**config.mk**
```make
export PLATFORM = sky130hd
export DESIGN_NAME = vram_arbiter
export DESIGN_NICKNAME = d
export VERILOG_FILES = /design/src/rtl/vram_arbiter.sv
export SDC_FILE = /design/constraint.sdc
export NUM_CORES = 1
export LEC_CHECK = 0
export ABC_CLOCK_PERIOD_IN_PS = 1800
export CAP_MARGIN = 20
export CORE_AREA = 2 2 135 137
export CTS_CLUSTER_DIAMETER = 60
export DETAILED_ROUTE_END_ITERATION = 8
export DIE_AREA = 0 0 137 139
export PLACE_DENSITY = 0.55
export SLEW_MARGIN = 20
export SYNTH_ARGS = -nofsm -noshare
export SYNTH_HDL_FRONTEND = slang
export SYNTH_SLANG_ARGS = --single-unit
```
**constraint.sdc**
```tcl
create_clock -name clk -period 1.8 [get_ports clk]
set_input_delay 0.36 -clock clk [delete_from_list [all_inputs] [get_ports clk]]
set_output_delay 0.36 -clock clk [all_outputs]
set_load 0.05 [all_outputs]
```
**src/rtl/vram_arbiter.sv**
```systemverilog
// Three-port single-cycle VRAM arbiter: port 0 display fetch, port 1 CPU, port 2 sprite/aux.
// Define VRAM_ARB_STARVE_GUARD_EN to let a starving port 1/2 request override port 0.
module vram_arbiter #(
  parameter int VRAM_SIZE_BYTES = 131072,
  parameter int STARVE_LIMIT    = 8
) (
  input  logic        clk,
  input  logic        rst,
  input  logic        p0_req,
  input  logic [14:0] p0_addr,
  input  logic        p0_write,
  input  logic [31:0] p0_wrdata,
  input  logic [3:0]  p0_wrbytesel,
  output logic        p0_ack,
  output logic [31:0] p0_rddata,
  output logic        p0_rddata_valid,
  input  logic        p1_req,
  input  logic [14:0] p1_addr,
  input  logic        p1_write,
  input  logic [31:0] p1_wrdata,
  input  logic [3:0]  p1_wrbytesel,
  output logic        p1_ack,
  output logic [31:0] p1_rddata,
  output logic        p1_rddata_valid,
  input  logic        p2_req,
  input  logic [14:0] p2_addr,
  input  logic        p2_write,
  input  logic [31:0] p2_wrdata,
  input  logic [3:0]  p2_wrbytesel,
  output logic        p2_ack,
  output logic [31:0] p2_rddata,
  output logic        p2_rddata_valid,
  output logic [14:0] bus_addr,
  output logic [31:0] bus_wrdata,
  output logic [3:0]  bus_wrbytesel,
  output logic        bus_write,
  input  logic [31:0] bus_rddata
);
  localparam int          WORDS     = VRAM_SIZE_BYTES / 4;
  localparam logic [14:0] ADDR_MASK = 15'(WORDS - 1);

  typedef enum logic [1:0] {GNT_NONE, GNT_P0, GNT_P1, GNT_P2} gnt_e;

  gnt_e       gnt;
  logic       rr_q, rr_d;           // 0: port 1 preferred, 1: port 2 preferred
  logic       rd_vld_q, rd_vld_d;
  logic [1:0] rd_port_q, rd_port_d;
  logic       starve1, starve2;

  function automatic gnt_e rr_pick(input logic r1, input logic r2, input logic prefer2);
    gnt_e g;
    g = GNT_NONE;
    if (r1 && (!r2 || !prefer2)) g = GNT_P1;
    else if (r2)                 g = GNT_P2;
    return g;
  endfunction

  always_comb begin
    gnt = GNT_NONE;
    if (!rst) begin
      if (starve1 || starve2) gnt = rr_pick(starve1, starve2, rr_q);
      else if (p0_req)        gnt = GNT_P0;
      else                    gnt = rr_pick(p1_req, p2_req, rr_q);
    end
  end

  assign p0_ack = (gnt == GNT_P0);
  assign p1_ack = (gnt == GNT_P1);
  assign p2_ack = (gnt == GNT_P2);

  always_comb begin
    bus_addr      = 15'd0;
    bus_wrdata    = 32'd0;
    bus_wrbytesel = 4'd0;
    bus_write     = 1'b0;
    rr_d          = rr_q;
    rd_vld_d      = 1'b0;
    rd_port_d     = rd_port_q;
    unique case (gnt)
      GNT_P0: begin
        bus_addr = p0_addr & ADDR_MASK; bus_wrdata = p0_wrdata;
        bus_wrbytesel = p0_wrbytesel; bus_write = p0_write;
        rd_vld_d = !p0_write; rd_port_d = 2'd0;
      end
      GNT_P1: begin
        bus_addr = p1_addr & ADDR_MASK; bus_wrdata = p1_wrdata;
        bus_wrbytesel = p1_wrbytesel; bus_write = p1_write;
        rd_vld_d = !p1_write; rd_port_d = 2'd1; rr_d = 1'b1;
      end
      GNT_P2: begin
        bus_addr = p2_addr & ADDR_MASK; bus_wrdata = p2_wrdata;
        bus_wrbytesel = p2_wrbytesel; bus_write = p2_write;
        rd_vld_d = !p2_write; rd_port_d = 2'd2; rr_d = 1'b0;
      end
      default: ;
    endcase
  end

  always_ff @(posedge clk) begin
    if (rst) begin
      rr_q      <= 1'b0;
      rd_vld_q  <= 1'b0;
      rd_port_q <= 2'd0;
    end else begin
      rr_q      <= rr_d;
      rd_vld_q  <= rd_vld_d;
      rd_port_q <= rd_port_d;
    end
  end

  // Read tag is masked during reset so a grant just before reset never reports data.
  assign p0_rddata_valid = !rst && rd_vld_q && (rd_port_q == 2'd0);
  assign p1_rddata_valid = !rst && rd_vld_q && (rd_port_q == 2'd1);
  assign p2_rddata_valid = !rst && rd_vld_q && (rd_port_q == 2'd2);
  assign p0_rddata = bus_rddata;
  assign p1_rddata = bus_rddata;
  assign p2_rddata = bus_rddata;

`ifdef VRAM_ARB_STARVE_GUARD_EN
  localparam logic [7:0] LIMIT = 8'(STARVE_LIMIT);
  logic [7:0] wcnt1_q, wcnt1_d, wcnt2_q, wcnt2_d;

  assign starve1 = p1_req && (wcnt1_q == LIMIT);
  assign starve2 = p2_req && (wcnt2_q == LIMIT);

  always_comb begin
    wcnt1_d = 8'd0;
    wcnt2_d = 8'd0;
    if (p1_req && !p1_ack) wcnt1_d = (wcnt1_q == LIMIT) ? wcnt1_q : wcnt1_q + 8'd1;
    if (p2_req && !p2_ack) wcnt2_d = (wcnt2_q == LIMIT) ? wcnt2_q : wcnt2_q + 8'd1;
  end

  always_ff @(posedge clk) begin
    if (rst) begin
      wcnt1_q <= 8'd0;
      wcnt2_q <= 8'd0;
    end else begin
      wcnt1_q <= wcnt1_d;
      wcnt2_q <= wcnt2_d;
    end
  end
`else
  localparam int unused_starve_limit = STARVE_LIMIT;
  assign starve1 = 1'b0;
  assign starve2 = 1'b0;
`endif

endmodule

```
==> flow_summary.json <==
{
  "status": "complete, but fails checks",
  "violations": "setup timing",
  "power_mw": 1.88,
  "initial_core_util_pct": 10.7,
  "layout_setup_ws_ns": -0.246,
  "final_cells": 609,
  "n_fill_cell": 1825,
  "nets": 575,
  "rsz0062_at_grt": "true",
  "gp_congestion": 0.707,
  "routed_wl_mm": 10.8,
  "multi_input_area_um2": 1060,
  "synth.avg_cell_area_um2": 7.81,
  "cts_max_path_buffers": 2,
  "drc_errors": 0,
  "drt_iter0_drc": 59,
  "clkSinkCount": 4,
  "synthesis.area_um2": 1900,
  "regArea_um2": 81.3,
  "worstPathMaxFanout": 17,
  "root_buffer": "clkbuf_16",
  "yosysUniqueCellTypes": 20,
  "hp-start": "p0_req",
  "worstReg2RegEnd": "rd_vld_q",
  "vias": 2389,
  "period_needed_ns": 2.05,
  "grt_use_total_pct": 10.2,
  "arrival_ns": 1.69,
  "cts_hold_buffers": 0,
  "synth.largest_area_cell": "buf_4",
  "wl_per_cell_um": 17.7,
  "p_leak_nw": 1.84,
  "grt_pass1_vias": 2465,
  "end_kind": "output pin",
  "holdPathEnd": "rd_port_q[0]",
  "final_util_pct": 26.9,
  "pin_count": 347,
  "avgViaCountPerCell": 3.92,
  "path_clk_slew_ns": 0.03,
  "die_h_um": 139,
  "synth_top_area_share_pct": 38.0,
  "synth-seq-cells": 4,
  "antenna_found_initial": 0,
  "fin_skew_ns": 0.000118,
  "htree_num_levels": 1,
  "drv_slew": 0,
  "drive_above_1_share_pct": 32.4,
  "synth_nets": 436,
  "ff2ff_setup_slack_ns": 0.53,
  "reg2reg_from": "rr_q",
  "cap_violations": 0,
  "yosysWarnings": 0,
  "portBuffers": 218,
  "max_freq_mhz": 489,
  "firstDrtPassIters": 4,
  "grt_start_max_net_pins": 22,
  "relSlewSlack_pct": 73.5,
  "cts_tree": "done",
  "hold-path-cell-count": 4,
  "required_ns": 1.44,
  "reg2regPathDepth": 5,
  "hp-class": "input pin to flip-flop",
  "finalSetupViolCount": 52,
  "antenna_left": 0,
  "min_period_over_period_pct": 114,
  "grt_overflow": 0,
  "core_area_um2": 17700,
  "clk_latency_ns": 0.22,
  "synthTopCellsByArea": "buf_4, a221o_1, and2_1",
  "yosysSeqAreaShare_pct": 4.22,
  "hold_violations": 0,
  "antenna_cells": 0,
  "syn_inst": 243,
  "die-area_um2": 19000,
  "worstMarginPinSlew_ns": 0.392,
  "die_x_um": 137,
  "grt_pass1_wl_mm": 14.6,
  "startpoint_type": "flip-flop",
  "crit_type": "flip-flop to output pin",
  "syn_to_final_growth_pct": 150,
  "power_density_nw_per_um2": 396,
  "dpl.cell_count": 590,
  "irDropWorstVdd_v": 0.000208,
  "cts_buffers": 3,
  "rows": 49
}
## Yosys cell counts (all sizes together)
cell type	n
clkbuf	5
o21bai	1
nor3	1
nand2b	1
nor4bb	2
and2	52
nand2	1
or2	1
buf	108
nor4b	1
and3	2
nor2	2
a21oi	3
inv	3
dfxtp	4
a311oi	1
a221o	53
nor2b	2
## worst max path at each step
stage / end / start / slack [ns]
6_report: bus_wrdata[25] / rr_q / -0.25
5_1_grt: bus_wrdata[10] / rr_q / -0.27
4_1_cts: bus_addr[13] / rr_q / -0.28
3_5_place_dp: bus_wrdata[22] / p1_req / -0.65
3_3_place_gp: bus_wrdata[22] / p1_req / -0.62
2_1_floorplan: bus_addr[0] / rr_q / 0.01
## state kept, by name (all words and copies together), names as in the netlist
signal	flops
rd_vld_q	1
rd_port_q	2
rr_q	1
## critical path, stage by stage (launching register included)
cell      delay (ns)
dfxtp_2         0.31
nand2b_4        0.14
and3_4          0.19
buf_12          0.14
buf_16          0.15
a221o_2         0.38
buf_12          0.15
## placed cells by master, fill, tap and decap left out
cell type	count
a21oi_1	3
a221o_1	44
a221o_2	8
a221o_4	1
a311oi_1	1
and2_1	42
and2_4	10
and3_4	2
buf_12	65
buf_16	6
buf_2	2
buf_4	8
buf_6	6
buf_8	2
clkbuf_16	4
clkdlybuf4s15_1	1
clkdlybuf4s50_1	156
dfxtp_1	3
dfxtp_2	1
inv_1	3
nand2_2	1
nand2b_4	1
nor2_1	1
nor2_2	1
nor2b_1	1
nor2b_4	1
nor3_1	1
nor4b_2	1
nor4bb_2	2
o21bai_1	1
or2_2	1
## power by group
group          internal (mW)  leakage [nW]  total [mW]  switching (mW)
registers             0.0951        0.0333      0.0999         0.00483
clock network          0.284        0.0370       0.344          0.0601
logic                  0.833          1.77        1.44           0.606
total                   1.21          1.84        1.88           0.671
## kinds of logic after synthesis
logic type / share of synthesized area [%]
and+or+nand+nor: 21.5
AOI/OAI and AO/OA: 29.6
buffers and inverters: 44.7
DFF: 4.22
## per-stage QoR
step	area (um2)	hold WS [ns]	TNS, ns	setup WS, ns
after CTS	4700	0.488	-9.97	-0.282
final	4750	0.490	-11.17	-0.246
after detailed placement	4320	0.578	-31.74	-0.647
after global routing	4750	0.514	-12.84	-0.271
after global placement	4320	0.565	-30.08	-0.620
after floorplan	1960	0.438	0	0.0122
## per-layer routing
metal	global-route usage [%]	vias to the layer above	share of wire, %
met2	19.6	175	51
li1	-	1070	-
met4	5.64	0	5.5
met3	2.49	59	10
met1	9.56	1085	33
met5	0	-	0
## timing repair
item,CTS,global route
pin swaps,52,11
endpoints found under the hold margin,0,0
setup buffers,7,2
endpoints found under the setup margin,58,54
gates resized for setup,43,6
gates cloned,7,1
## layout make-up
class | instances | share of cell area, %
flip-flops and latches | 4 | 1.71
multi-input cells | 123 | 22.4
clock buffers | 3 | 1.58
well taps | 229 | 6.03
repair buffers | 247 | 68.0
inverters | 3 | 0.237
Note: power is estimated with default switching activity, not from simulation.
